==> config.mk <==
export PLATFORM = sky130hd
export DESIGN_NAME = run_controller
export DESIGN_NICKNAME = d
export VERILOG_FILES = /design/src/rtl/run_controller.sv
export SDC_FILE = /design/constraint.sdc
export NUM_CORES = 1
export LEC_CHECK = 0
export ABC_AREA = 1
export CORE_MARGIN = 10
export CORE_UTILIZATION = 50
export CTS_BUF_LIST = sky130_fd_sc_hd__clkbuf_8
export CTS_CLUSTER_SIZE = 25
export DETAILED_ROUTE_END_ITERATION = 10
export PLACE_DENSITY = 0.74
export SYNTH_ARGS = -nofsm -noshare
export SYNTH_HDL_FRONTEND = slang
export SYNTH_SLANG_ARGS = --single-unit
export TNS_END_PERCENT = 1
==> constraint.sdc <==
create_clock -name CLK -period 4.75 [get_ports CLK]
set_input_delay 0.95 -clock CLK [delete_from_list [all_inputs] [get_ports CLK]]
set_output_delay 0.95 -clock CLK [all_outputs]
set_load 0.05 [all_outputs]
==> src/rtl/run_controller.sv <==
// Run-control and performance-count unit sitting between host and core.
// Launches a program at a latched address, optionally repeats it, counts
// retired instructions and RUN cycles, and aborts a run on watchdog expiry.
module run_controller #(
  parameter int PC_W        = 8,
  parameter int CNT_W       = 32,
  parameter int REP_W       = 4,
  parameter int TIMEOUT_CYC = 20000
) (
  input  logic             CLK,
  input  logic             RESET_N,
  input  logic             start,
  input  logic [PC_W-1:0]  start_addr,
  input  logic [REP_W-1:0] repeat_n,
  input  logic             abort,
  input  logic             instr_retire,
  input  logic             core_halt,
  output logic             core_rst,
  output logic             pc_load,
  output logic [PC_W-1:0]  pc_load_val,
  output logic             busy,
  output logic             done,
  output logic             timeout,
  output logic [CNT_W-1:0] instr_count,
  output logic [CNT_W-1:0] cycle_count,
  output logic [CNT_W-1:0] last_run_instr,
  output logic [REP_W-1:0] runs_left
);

  // Per-run cycle counter never exceeds TIMEOUT_CYC-1: the watchdog fires there.
  localparam int WD_W = (TIMEOUT_CYC > 2) ? $clog2(TIMEOUT_CYC) : 1;
  localparam logic [WD_W-1:0] WD_LAST = WD_W'(TIMEOUT_CYC - 1);

  typedef enum logic [1:0] {IDLE, LOAD, RUN, DONE} state_t;

  state_t            state_q, state_d;
  logic [PC_W-1:0]   pc_q, pc_d;
  logic [REP_W-1:0]  runs_q, runs_d;
  logic [CNT_W-1:0]  instr_q, instr_d;
  logic [CNT_W-1:0]  cyc_q, cyc_d;
  logic [CNT_W-1:0]  last_q, last_d;
  logic [CNT_W-1:0]  rinstr_q, rinstr_d;
  logic [WD_W-1:0]   rcyc_q, rcyc_d;
  logic              tout_q, tout_d;

  function automatic logic [CNT_W-1:0] sat_inc(input logic [CNT_W-1:0] x);
    return (x == {CNT_W{1'b1}}) ? x : x + CNT_W'(1);
  endfunction

  // Next-state and counter update; abort overrides every other event.
  always_comb begin
    state_d  = state_q;
    pc_d     = pc_q;
    runs_d   = runs_q;
    instr_d  = instr_q;
    cyc_d    = cyc_q;
    last_d   = last_q;
    rinstr_d = rinstr_q;
    rcyc_d   = rcyc_q;
    tout_d   = tout_q;
    if (abort) begin
      state_d = IDLE;
    end else begin
      case (state_q)
        IDLE, DONE: begin
          if (start) begin
            pc_d    = start_addr;
            runs_d  = (repeat_n == '0) ? REP_W'(1) : repeat_n;
            instr_d = '0;
            cyc_d   = '0;
            last_d  = '0;
            tout_d  = 1'b0;
            state_d = LOAD;
          end
        end
        LOAD: begin
          rinstr_d = '0;
          rcyc_d   = '0;
          state_d  = RUN;
        end
        RUN: begin
          cyc_d  = sat_inc(cyc_q);
          rcyc_d = rcyc_q + WD_W'(1);
          if (instr_retire) begin
            instr_d  = sat_inc(instr_q);
            rinstr_d = sat_inc(rinstr_q);
          end
          // Halt wins over a coincident watchdog expiry.
          if (core_halt) begin
            last_d = rinstr_d;
            if (runs_q > REP_W'(1)) begin
              runs_d  = runs_q - REP_W'(1);
              state_d = LOAD;
            end else begin
              runs_d  = '0;
              state_d = DONE;
            end
          end else if (rcyc_q == WD_LAST) begin
            tout_d  = 1'b1;
            last_d  = rinstr_d;
            state_d = DONE;
          end
        end
        default: state_d = IDLE;
      endcase
    end
  end

  // State and counter registers, cleared asynchronously.
  always_ff @(posedge CLK or negedge RESET_N) begin
    if (!RESET_N) begin
      state_q  <= IDLE;
      pc_q     <= '0;
      runs_q   <= '0;
      instr_q  <= '0;
      cyc_q    <= '0;
      last_q   <= '0;
      rinstr_q <= '0;
      rcyc_q   <= '0;
      tout_q   <= 1'b0;
    end else begin
      state_q  <= state_d;
      pc_q     <= pc_d;
      runs_q   <= runs_d;
      instr_q  <= instr_d;
      cyc_q    <= cyc_d;
      last_q   <= last_d;
      rinstr_q <= rinstr_d;
      rcyc_q   <= rcyc_d;
      tout_q   <= tout_d;
    end
  end

  // Control outputs decode straight from the state register, so reset
  // asserts core_rst without waiting for a clock.
  assign core_rst       = (state_q != RUN);
  assign pc_load        = (state_q == LOAD);
  assign busy           = (state_q == LOAD) || (state_q == RUN);
  assign done           = (state_q == DONE);
  assign timeout        = tout_q;
  assign pc_load_val    = pc_q;
  assign runs_left      = runs_q;
  assign instr_count    = instr_q;
  assign cycle_count    = cyc_q;
  assign last_run_instr = last_q;

endmodule
# Yosys cells after proc, flatten, opt, wreduce, memory -nomap -nowiden
# Cells that the tools add are included.
# word_totals
ff_bits	158
out_inout_bits	113
inputBits	18
# classes
order_cmp	1
mux	28
reduce_logical	14
n_addsub	5
eq_ne	18
bitwise_logic	1
# op_table
op	n
32-bit two-way mux	8
32-bit case mux with 2 select lines	4
32-bit by 1-bit adder with 32-bit output (second input constant)	3
32-bit equality test (second input constant)	3
15-bit case mux with 2 select lines	1
4-bit two-way mux	4
2-bit inequality test (second input constant)	8
15-bit by 1-bit adder with 15-bit output (second input constant)	1
15-bit equality test (second input constant)	1
4-bit AND reduction	3
2-bit two-way mux	5
5-bit AND reduction	2
4-bit case mux with 2 select lines	1
3-bit inequality test (second input constant)	2
2-bit case mux with 3 select lines	1
2-bit equality test (second input constant)	2
4-bit by 1-bit greater-than comparator with 1-bit output (second input constant)	1
4-bit logical NOT	1
4-bit inequality test (second input constant)	1
2-bit AND reduction	2
2-bit nonzero test	2
4-bit by 1-bit subtractor with 4-bit output (second input constant)	1
1-bit two-way mux	3
3-bit AND reduction	1
other kinds (6)	6

# Logic depth before layout (Yosys ltp)
# Gate-level depths: netlist of run 1.
# logic_depth
ltp_word	6
depth_mapped	14
mapped_depth_nobuf	13

# Worst setup path before layout of run 1
# Ideal clock, no wire load.
# synth_path
path_kind	reg2out
startpoint	register state_q[0]
endpoint	output core_rst
path_stages_with_launch	7
path_slack_ns	2.165
arrival_ns	1.635
cell_sequence	dfrtp_1 -> inv_1 -> ha_1 -> buf_2 -> inv_1 -> buf_2 -> buf_1
# synth_between
elab_chain_cells	1
# synth_rtl
element	line_no	source
from (decl)	36	state_t state_q, state_d;
from (signal assigned)	122	state_q <= state_d;
2-bit inequality test	136	assign core_rst = (state_q != RUN);
to (decl)	18	output logic core_rst,
# No other way between the ends.

# Final worst setup path of run 1
# Ends and elaborated chain as after synthesis.

==> impl_metrics.json, run 1 <==
{
  "skew_ns": 0.01519,
  "synth_area_per_cell_sq_um": 7.023,
  "drc": 0,
  "cts_buffer_depth": 2,
  "synth_top_area_cell": "dfrtp_1",
  "clk_pin_slew_ns": 0.08,
  "power_mw": 3.587,
  "htree_levels": 4,
  "max_freq_ghz": 0.2860,
  "place_ws_ns": 1.257,
  "grt_antenna_before_repair": 0,
  "p_leak_nw": 4.981,
  "cts_setup_buffers": 0,
  "setup_viol": 0,
  "multiInputGateArea_sq_um": 5099,
  "synth_fp_nets": 1421,
  "avgRoutedWirePerCell_um": 15.41,
  "vias": 9431,
  "wl_um": 27460,
  "netlist_area_sq_um": 9789,
  "slew_viol_final": 0,
  "relSlewSlack_pct": 39.06,
  "layout.nets": 1531,
  "cts_tree": "built",
  "ys_warn_count": 0,
  "hp-class": "reg -> reg",
  "synthArstFlopShare_pct": 100.0,
  "rows": 51,
  "core_area_sq_um": 19330,
  "area_growth_pct": 19.20,
  "first_pass_iters": 5,
  "cts_resized": 0,
  "ios": 131,
  "vias_per_cell": 5.292,
  "critical_path_required_ns": 3.80,
  "critPathKind": "reg -> out",
  "hold_viol_final": 0,
  "floorplan.initialDensity_pct": 50.63,
  "setup.worst_path.end_class": "output pin",
  "stdcell_area_sq_um": 11670,
  "dieArea_sq_um": 25580,
  "status": "completed",
  "grt_pass1_vias": 9081,
  "numCtsBuffers": 17,
  "drtIter0Drc": 661,
  "ctsRootBufferMaster": "clkbuf_8",
  "hold_buffers": 0,
  "placed_area_sq_um": 11250,
  "grt_pass1_wl_um": 46170,
  "die_x_um": 159.9,
  "worst_slack_ns": 1.253,
  "synth.top_cell.area_share_pct": 40.39,
  "fillers": 1857,
  "drv_cap": 0,
  "clock_latency_ns": 0.48,
  "dp_hpwl_um": 20180,
  "die_y_um": 159.9,
  "grt_overflow": 0,
  "final_layout_size_suffix_gt1_share_pct": 6.987,
  "ant_nets": 0,
  "seqCellArea_sq_um": 3954,
  "finalSetupTns_ns": 0,
  "ys_types": 40,
  "ir_worst_vdd_v": 0.0004234,
  "critPathMaxFanout": 58,
  "grt_max_degree": 101,
  "worstMarginPinSlew_ns": 0.9141,
  "clock_sinks": 158,
  "syn_inst": 1394,
  "cellPowerDensity_nw_per_um2": 307.4,
  "fin_crit_ns": 3.497,
  "synth.area.top_cells": "dfrtp_1, nand2_1, nand3_1",
  "fin_crit_sh_pct": 73.62,
  "arrival_ns": 2.55,
  "seq_area_frac_synth_pct": 40.39,
  "synth_edf_count": 0,
  "rsz0062_at_grt": "no",
  "ys_ff_latch": 158,
  "synth_ff_type": "dfrtp_1",
  "place_congestion": 0.9572,
  "setup.worst_path.start_class": "flip-flop",
  "port_buffers": 130,
  "diodes": 0,
  "grtUsageTotal_pct": 21.43
}
[cells in the final DEF (no fill, tap or decap), types with 10 or more instances in the layout]
cell and count:
nand2_2 11, o21ai_2 11, clkbuf_8 20, dfrtp_1 158
xor2_1 36, nor3_1 34, o21ai_1 27, o21ai_0 54
buf_4 10, inv_1 126, clkdlybuf4s50_1 129, a21oi_1 17
nand4_1 61, nand2_1 454, nand3_1 127, nor2_1 155
[metrics by stage]
stage	util, %	hold WS, ns	std cells
final	60.35	0.4800	1782
after global routing	60.35	0.5085	1782
after CTS	60.35	0.4882	1782
after detailed placement	58.18	0.4651	1750
after global placement	58.18	0.4637	1750
after floorplan	-	0.4547	1394
[critical path: stages, from the launching register on]
cell	delay, ns
dfrtp_1	0.40
inv_1	0.12
ha_4	0.57
inv_1	0.22
clkdlybuf4s50_1	0.76
[path summary, 6_finish.rpt]
path,startpoint,to,slack (ns),depth (start not counted)
setup / recovery,state_q[0],core_rst,1.25,4
hold / removal,last_run_instr[26],last_run_instr[26],0.48,2
setup reg to reg,state_q[0],instr_count[18],1.52,8
hold reg to reg,last_run_instr[26],last_run_instr[26],0.48,2
max in group asynchronous,RESET_N,cycle_count[28],3.18,2
min in group asynchronous,RESET_N,rinstr_q[30],0.60,1
[layout make-up]
class	instances	share of cell area, %
sequential	158	33.88
multi-input combinational	1057	43.70
tap	265	2.842
inverter	130	4.182
clock inverter	12	1.233
timing repair buffer	140	11.81
clock buffer	20	2.359
[cells in the mapped netlist, types with 2 or more instances]
master / number
or2_2: 4
nor3_2: 3
buf_4: 3
nor2_1: 155
nand3_1: 127
nand3b_1: 3
a21o_1: 7
buf_2: 17
clkbuf_1: 18
nand4_1: 61
buf_1: 5
inv_1: 123
nand3_2: 6
dfrtp_1: 158
nand2_1: 454
a21oi_1: 17
and2_1: 2
mux2_2: 8
buf_6: 6
nand2_2: 11
xnor2_1: 6
xor2_1: 36
o21ai_1: 27
nor2_2: 8
o21ai_0: 54
nor2_4: 4
ha_1: 9
inv_2: 7
o21ai_2: 11
nor3_1: 34
[per-layer routing]
layer  GRT usage (%)  vias up  part of all wire [%]
met1           28.60     4412                    46
met3           5.964       19                   7.3
met4           4.925        0                  0.88
met5               0        -                     0
li1                -     4721                     -
met2           33.81      279                    46
[where the power goes]
| group | leakage [nW] | internal, mW | total (mW) | switching (mW) |
|---|---|---|---|---|
| Combinational | 2.59 | 0.278 | 0.993 | 0.715 |
| Sequential | 2.18 | 1.43 | 1.51 | 0.0819 |
| Clock | 0.219 | 0.557 | 1.08 | 0.524 |
[flip-flops by register name, indices dropped and copies added (netlist names), 2 cells and up]
signal and count:
state_q 2, runs_left 4, instr_count 32, last_run_instr 32
cycle_count 32, rcyc_q 15, rinstr_q 32, pc_load_val 8
[logic make-up (layout without fill, tap and decap cells)]
kind of cell               count (synthesis)  count (layout)  synth area share (%)
buffers and inverters                    179             302                 7.656
AOI/OAI and AO/OA                        123             123                 7.068
DFF                                      158             158                 40.39
xor gates and xnor gates                  42              42                 3.758
adders and majority gates                  9               9                 1.150
and+or+nand+nor                          875             875                 39.06
muxes                                      8               8                0.9203
No activity file was read; power rests on OpenSTA's default activity.
==> run 2: changes to the inputs <==
Clock period 4.75 ns to 3.4 ns, I/O delays scaled along.
==> run 2 against run 1 <==
Against the previous run: wire length fell by 1.6%; clock-buffer cell count fell by 3; die area did not move; utilization rose by 0.052 points; global-route usage fell by 0.49 points; power rose by 39%; combinational power rose by 41%.
==> impl_metrics.json, run 2 (synthesis results as in run 1) <==
{
  "ios": 131,
  "slew_viol_final": 0,
  "ir_worst_vdd_v": 0.0004588,
  "setup_viol": 0,
  "grtUsageTotal_pct": 20.94,
  "p_int_mw": 3.119,
  "cts_tree": "built",
  "die_y_um": 159.9,
  "grt_pass1_wl_um": 45130,
  "core_area_sq_um": 19330,
  "ant_nets": 0,
  "final_layout_size_suffix_gt1_share_pct": 7.242,
  "layout_common_cells": "nand2_1, dfrtp_1, nor2_1",
  "max_freq_ghz": 0.3607,
  "first_pass_iters": 5,
  "dp_hpwl_um": 19770,
  "clock_latency_ns": 0.47,
  "clk_pin_slew_ns": 0.09,
  "layout.nets": 1533,
  "power_mw": 5.004,
  "hp-class": "in -> async",
  "dieArea_sq_um": 25580,
  "clock_sinks": 158,
  "slowest_stage": "clkdlybuf4s50_1",
  "cts_resized": 0,
  "critical_path_required_ns": 2.72,
  "place_congestion": 0.9508,
  "comb_power_share_pct": 28.0,
  "grt_max_degree": 84,
  "setup.worst_path.end_class": "output pin",
  "p_sw_share_pct": 37.68,
  "vias": 9458,
  "diodes": 0,
  "setup.worst_path.start_class": "flip-flop",
  "seq_power_share_pct": 42.3,
  "worstMarginPinSlew_ns": 0.8379,
  "numCtsBuffers": 17,
  "cellPowerDensity_nw_per_um2": 428.5,
  "die_x_um": 159.9,
  "cts_setup_buffers": 0,
  "fin_crit_sh_pct": 81.54,
  "drtIter0Drc": 692,
  "slowest_delay_ns": 0.81,
  "grt_overflow": 0,
  "critPathKind": "reg -> out",
  "hold_viol_final": 0,
  "arrival_ns": 2.09,
  "finalSetupTns_ns": 0,
  "port_buffers": 130,
  "relSlewSlack_pct": 44.08,
  "cts_buffer_depth": 2,
  "area_growth_pct": 19.30,
  "status": "completed",
  "crit_chain": "inv_1, ha_4, inv_2, clkdlybuf4s50_1",
  "pwr-share-clk_pct": 29.7,
  "wl_um": 27020,
  "rows": 51,
  "ctsRootBufferMaster": "clkbuf_8",
  "htree_levels": 4,
  "p_sw_mw": 1.886,
  "hold_buffers": 0,
  "grt_antenna_before_repair": 1,
  "avgRoutedWirePerCell_um": 15.14,
  "rsz0062_at_grt": "no",
  "critPathMaxFanout": 4,
  "p_leak_nw": 4.982,
  "fin_crit_ns": 2.772,
  "final_common_cell": "nand2_1",
  "drc": 0,
  "drv_cap": 0,
  "skew_ns": 0.01718,
  "vias_per_cell": 5.302,
  "grt_pass1_vias": 8905,
  "floorplan.initialDensity_pct": 50.63
}
run 2: routing by layer:
metal	vias up	wire, um	GRT usage, %
met4	2	351	5.801
met2	305	12230	33.11
met5	-	13	0
li1	4734	-	-
met1	4389	12410	27.74
met3	28	2010	5.450
run 2: metrics by stage:
step | cells | utilization (%) | setup WS (ns) | instance area (sq um) | hold WS, ns
floorplan | 1394 | - | 1.085 | 9789 | 0.3844
global placement | 1752 | 58.31 | 0.6695 | 11270 | 0.4653
detailed placement | 1752 | 58.31 | 0.5957 | 11270 | 0.4657
CTS | 1784 | 60.40 | 0.5890 | 11680 | 0.08551
global route | 1784 | 60.40 | 0.5287 | 11680 | 0.08839
finish | 1784 | 60.40 | 0.6277 | 11680 | 0.09241
run 2: final timing paths:
| path | from | to | slack (ns) | cells past startpoint |
|---|---|---|---|---|
| min in group CLK | last_run_instr[23] | last_run_instr[23] | 0.48 | 2 |
| worst max-delay path | state_q[0] | busy | 0.63 | 4 |
| max in group asynchronous | RESET_N | instr_count[1] | 2.43 | 2 |
| worst min-delay path | RESET_N | last_run_instr[2] | 0.09 | 1 |
| worst max register to register | state_q[0] | last_run_instr[28] | 1.00 | 11 |
| worst min register to register | last_run_instr[23] | last_run_instr[23] | 0.48 | 2 |
run 2: layout make-up:
class / instances / area [sq um]
clock inverters: 15 / 170.2
clock buffers: 17 / 234.0
fillers: 1806 / 7656
well taps: 265 / 331.6
flip-flops and latches: 158 / 3954
multi-input cells: 1057 / 5099
inverters: 130 / 488.0
repair buffers: 142 / 1403
run 2: power by group through the flow:
stage	clock network, mW	registers [mW]	logic (mW)
2_1_floorplan	0	2.45	0.677
3_3_place_gp	0	2.15	1.39
3_5_place_dp	0	2.15	1.41
4_1_cts	1.52	2.12	1.41
5_1_grt	1.59	2.13	1.52
6_report	1.49	2.12	1.40
run 2: worst max-delay path: cells and delay by family, from the launching register on:
kind	cells	cell delay [ns]
buffers and inverters	3	1.00
DFF	1	0.41
adders and majority gates	1	0.22
